==> src/rtl/fetch_sequencer.sv <==
// fetch_sequencer: instruction-fetch sequencer for the A09 datapath.
// After reset it runs the reset-vector sequence, then loops fetch -> read ->
// increment -> execute, with halt/resume only at instruction boundaries.
// Optional feature macro: MEM_WAIT_EN (memory wait states with read timeout
// and a sticky bus-error flag). When undefined, every read takes one cycle.
module fetch_sequencer #(
  parameter int PC_SELECT_SIZE   = 3,
  parameter int ADDR_SELECT_SIZE = 2,
  parameter int PC_SRC_VECTOR    = 2,
  parameter int PC_SRC_INC       = 1,
  parameter int ADDR_SRC_PC      = 0,
  parameter int WAIT_LIMIT       = 15
) (
  input  logic                        clk_i,
  input  logic                        reset_ni,
  input  logic                        halt_i,
  input  logic                        resume_i,
  input  logic                        mem_rdy_i,
  input  logic                        exec_done_i,
  output logic                        pc_rst_no,
  output logic                        pc_ld_no,
  output logic [PC_SELECT_SIZE-1:0]   pc_src_o,
  output logic                        mar_rst_no,
  output logic                        mar_ld_no,
  output logic [ADDR_SELECT_SIZE-1:0] addr_src_o,
  output logic                        mem_rd_no,
  output logic                        ir_ld_no,
  output logic                        exec_start_o,
  output logic                        halted_o,
  output logic                        bus_err_o
);

  localparam logic [2:0] S_VEC1  = 3'd0;
  localparam logic [2:0] S_VEC2  = 3'd1;
  localparam logic [2:0] S_FETCH = 3'd2;
  localparam logic [2:0] S_READ  = 3'd3;
  localparam logic [2:0] S_INC   = 3'd4;
  localparam logic [2:0] S_EXEC  = 3'd5;
  localparam logic [2:0] S_HALT  = 3'd6;

  logic [2:0] state_q, state_d;
  logic       read_done;     // IR may latch the memory data this cycle
  logic       read_timeout;  // give up on the current read

`ifdef MEM_WAIT_EN
  logic [3:0] wait_cnt_q, wait_cnt_d;
  logic       bus_err_q, bus_err_d;

  // Read completes on mem_rdy_i; a ready at the limit still wins over timeout.
  always_comb begin
    read_done    = mem_rdy_i;
    read_timeout = !mem_rdy_i && (wait_cnt_q == 4'(WAIT_LIMIT));
  end

  // Wait counter restarts when a read begins and counts unready read cycles;
  // the error flag is sticky until reset.
  always_comb begin
    wait_cnt_d = wait_cnt_q;
    if (state_q == S_FETCH && !halt_i) begin
      wait_cnt_d = '0;
    end else if (state_q == S_READ && !mem_rdy_i && !read_timeout) begin
      wait_cnt_d = wait_cnt_q + 4'd1;
    end
    bus_err_d = bus_err_q | ((state_q == S_READ) && read_timeout);
  end

  // Wait-state bookkeeping registers.
  always_ff @(posedge clk_i or negedge reset_ni) begin
    if (!reset_ni) begin
      wait_cnt_q <= '0;
      bus_err_q  <= 1'b0;
    end else begin
      wait_cnt_q <= wait_cnt_d;
      bus_err_q  <= bus_err_d;
    end
  end

  assign bus_err_o = bus_err_q;
`else
  // Zero-wait memory: the read always finishes in its first cycle.
  logic unused_mem_rdy;
  assign unused_mem_rdy = mem_rdy_i;
  assign read_done      = 1'b1;
  assign read_timeout   = 1'b0;
  assign bus_err_o      = 1'b0;
`endif

  // Next-state selection for the fetch loop.
  always_comb begin
    state_d = S_VEC1;
    case (state_q)
      S_VEC1:  state_d = S_VEC2;
      S_VEC2:  state_d = S_FETCH;
      S_FETCH: state_d = halt_i ? S_HALT : S_READ;
      S_READ: begin
        if (read_done)         state_d = S_INC;
        else if (read_timeout) state_d = S_HALT;
        else                   state_d = S_READ;
      end
      S_INC:   state_d = S_EXEC;
      S_EXEC:  state_d = exec_done_i ? S_FETCH : S_EXEC;
      S_HALT:  state_d = resume_i ? S_FETCH : S_HALT;
      default: state_d = S_VEC1;
    endcase
  end

  // State register; reset lands in the first reset-vector step immediately.
  always_ff @(posedge clk_i or negedge reset_ni) begin
    if (!reset_ni) state_q <= S_VEC1;
    else           state_q <= state_d;
  end

  // Datapath strobes decoded from the current state.
  always_comb begin
    pc_rst_no    = 1'b1;
    pc_ld_no     = 1'b1;
    pc_src_o     = '0;
    mar_rst_no   = 1'b1;
    mar_ld_no    = 1'b1;
    addr_src_o   = '0;
    mem_rd_no    = 1'b1;
    ir_ld_no     = 1'b1;
    exec_start_o = 1'b0;
    halted_o     = 1'b0;
    case (state_q)
      S_VEC1: begin
        pc_rst_no  = 1'b0;
        mar_rst_no = 1'b0;
      end
      S_VEC2: begin
        pc_src_o = PC_SELECT_SIZE'(PC_SRC_VECTOR);
        pc_ld_no = 1'b0;
      end
      S_FETCH: begin
        if (!halt_i) begin
          addr_src_o = ADDR_SELECT_SIZE'(ADDR_SRC_PC);
          mar_ld_no  = 1'b0;
        end
      end
      S_READ: begin
        mem_rd_no = 1'b0;
        if (read_done) ir_ld_no = 1'b0;
      end
      S_INC: begin
        pc_src_o     = PC_SELECT_SIZE'(PC_SRC_INC);
        pc_ld_no     = 1'b0;
        exec_start_o = 1'b1;
      end
      S_HALT:  halted_o = 1'b1;
      default: ;
    endcase
  end

endmodule
==> config.mk <==
export PLATFORM = sky130hd
export DESIGN_NAME = fetch_sequencer
export DESIGN_NICKNAME = d
export VERILOG_FILES = /design/src/rtl/fetch_sequencer.sv
export SDC_FILE = /design/constraint.sdc
export NUM_CORES = 1
export LEC_CHECK = 0
export ABC_AREA = 1
export BUFFER_PORTS_ARGS = -buffer_cell sky130_fd_sc_hd__buf_4
export CORE_AREA = 4 4 41 43
export CTS_CLUSTER_DIAMETER = 100
export DETAILED_ROUTE_END_ITERATION = 8
export DIE_AREA = 0 0 45 47
export PLACE_DENSITY_LB_ADDON = 0.25
export SLEW_MARGIN = 40
export SYNTH_ARGS = -nofsm -noshare
export SYNTH_HDL_FRONTEND = slang
export SYNTH_SLANG_ARGS = --single-unit
==> constraint.sdc <==
create_clock -name clk_i -period 1 [get_ports clk_i]
set_input_delay 0 -clock clk_i [delete_from_list [all_inputs] [get_ports clk_i]]
set_output_delay 0 -clock clk_i [all_outputs]
set_load 0.01 [all_outputs]
==> results_dict.tcl <==
set metrics [dict create \
    synth_compound_area_frac 0.0204 \
    fin_skew_ns 0.00144 \
    fin_crit_sh 1.11 \
    diodes 0 \
    antenna_found_initial 0 \
    wl_met1_um 242 \
    synthAdderAreaFrac 0 \
    grt_pass1_wl_um 931 \
    ios 20 \
    required_ns 1.00 \
    wl_met3_um 116 \
    rsz0062_at_grt "true" \
    cts_num_sinks 3 \
    power.leakage_uw 0.000265 \
    grtUsageTotal 0.0649 \
    cts_buffer_depth 2 \
    grt_max_degree 7 \
    largest_reg_flops 3 \
    netlist_area_um2 245 \
    globalplace.congestion 0.645 \
    fin_crit_ns 1.11 \
    violations "negative setup slack" \
    die_h_um 47 \
    antenna_left 0 \
    htreeDepth 1 \
    synth_top_family_by_area "simple AND/OR/NAND/NOR gates" \
    finalWirelength_um 650 \
    synth_warnings 0 \
    start_util 0.188 \
    synth_cell_types 9 \
    drt-wirelength-per-cell_um 8.23 \
    layout.nets 71 \
    setup_slack_ns -0.108 \
    postLayoutCellArea_um2 458 \
    top_regs "state_q: 3 flops" \
    drive_gt1_frac 0.563 \
    holdCritPathClass "primary input to flip-flop" \
    worstSetupStartpointType "flip-flop" \
    top_register "state_q" \
    r2r_cells 5 \
    drc 0 \
    worst-path-stages 4 \
    placedCellCount 67 \
    cts_tree "done" \
    die-area_um2 2120 \
    crit_chain "nor2_4 > buf_4 > nand2_2 > buf_4" \
    maxCapViolCount 0 \
    drt_iter0_drc 1 \
    root_buffer "clkbuf_4" \
    wl_met2_um 291 \
    via_per_inst 3.97 \
    synth_xor_xnor_area_share 0 \
    dpl_cell_area_um2 343 \
    finalHoldViolCount 0 \
    fp.dieW_um 45 \
    synth-simple-area-share 0.352 \
    stdcell_count 79 \
    cp_top_family "flip-flops" \
    areaGrowthSynthToFinish_pct 86.7 \
    mostFrequentLayoutCells "buf_4, nor2_1, inv_1" \
    cts.clk_slew.worst_paths_ns 0.04 \
    holdPathStages 4 \
    path_max_fanout 6 \
    row_count 13 \
    crit_top_cell "buf_4" \
    synthCells 40 \
    syn_area_per_cell_um2 6.13 \
    preCtsSetupSlack_ns 0.0282 \
    clk_latency_ns 0.23 \
    vdd_ir_drop_max_uv 1100 \
    slew_violations 0 \
    end_kind "output port" \
    core_um2 1300 \
    cts_buffers 3 \
    grt_pass1_vias 239 \
    synth-seq-cells 3 \
    setup_violations 11 \
    outcome "finished with violations" \
    slowest_stage "dfrtp_2" \
    grt-ovfl-total 0 \
    power.density_nw_per_um2 3280 \
    clock.fmax_ghz 0.902 \
    ys_seq_area_frac 0.306 \
    muxShareOfSynthArea 0 \
    worst-setup-path-type "flip-flop to output port" \
    topRoutingLayerUsed "met3" \
    cp_slowest_stage_delay_ns 0.45 \
    io_buffers 14 \
    cp.buffers_inverters 2 \
    final_util 0.352 \
    vias 314 \
    final_common_cell "buf_4" \
    critPathArrivalTime_ns 1.11 \
    dp_hpwl_um 476 \
    dr.pass1.iters 2 \
]
[stage by stage]
stage               setup TNS [ns]  hold slack [ns]  power [µW]
floorplan                        0           -0.296         683
global placement                 0           -0.210         973
detailed placement               0           -0.208         977
CTS                         -0.802           0.0427        1430
global route                 -1.54            0.104        1650
finish                      -0.718           0.0721        1500
[power breakdown]
| part | leakage, µW | switching (µW) | internal (µW) | total, µW |
|---|---|---|---|---|
| sequential | 0.0000333 | 114 | 197 | 311 |
| combinational | 0.000216 | 451 | 531 | 982 |
| clock | 0.0000150 | 59.2 | 149 | 208 |
| total | 0.000265 | 624 | 878 | 1500 |
[cells by family (layout without fill, tap and decap cells)]
logic type | Yosys count | in the layout
AO/OA/AOI/OAI | 1 | 1
buffers and inverters | 14 | 35
flip-flops | 3 | 3
other | 1 | 4
AND/OR/NAND/NOR | 21 | 21
[area by class of cell]
cell class | instances | area (µm²)
timing repair buffer | 23 | 175
sequential | 3 | 78.8
tap | 15 | 18.8
clock buffer | 4 | 26.3
multi-input combinational | 26 | 129
inverter | 8 | 30.0
fill | 171 | 843
[worst min-delay path: cells and delay by family]
family,cells,cell delay (ns)
AND/OR/NAND/NOR,3,0.18
buffers and inverters,1,0.08
[cell usage after synthesis, drive strengths merged]
cell type | instances | area share
buf | 6 | 0.18
conb | 1 | 0.015
dfrtp | 3 | 0.31
inv | 8 | 0.12
nand2 | 7 | 0.11
nand3 | 4 | 0.082
nand4 | 1 | 0.026
nor2 | 9 | 0.14
o21ai | 1 | 0.020
[layer usage]
layer / vias up / GRT usage
li1: 156 / -
met4: 0 / 0.0702
met3: 0 / 0.0345
met1: 142 / 0.0731
met2: 16 / 0.0819
met5: - / 0
[worst paths after layout]
check                      slack, ns  startpoint         end
setup / recovery               -0.11  state_q[0]   pc_rst_no
hold / removal                  0.07    resume_i  state_q[2]
setup reg to reg                   0  state_q[0]  state_q[0]
hold reg to reg                 0.59  state_q[0]  state_q[1]
max in group asynchronous       0.80    reset_ni  state_q[2]
min in group asynchronous       0.10    reset_ni  state_q[0]
[timing repair]
| item | 4_1_cts | 5_1_grt |
|---|---|---|
| endpoints found under the setup margin | 10 | 12 |
| resized for setup | 11 | 2 |
| pin swaps | 3 | 4 |
| hold buffers | 1 | 0 |
| endpoints found under the hold margin | 3 | 0 |
| buffers inserted | 5 | 2 |
Power figures use the tool's default switching activity.
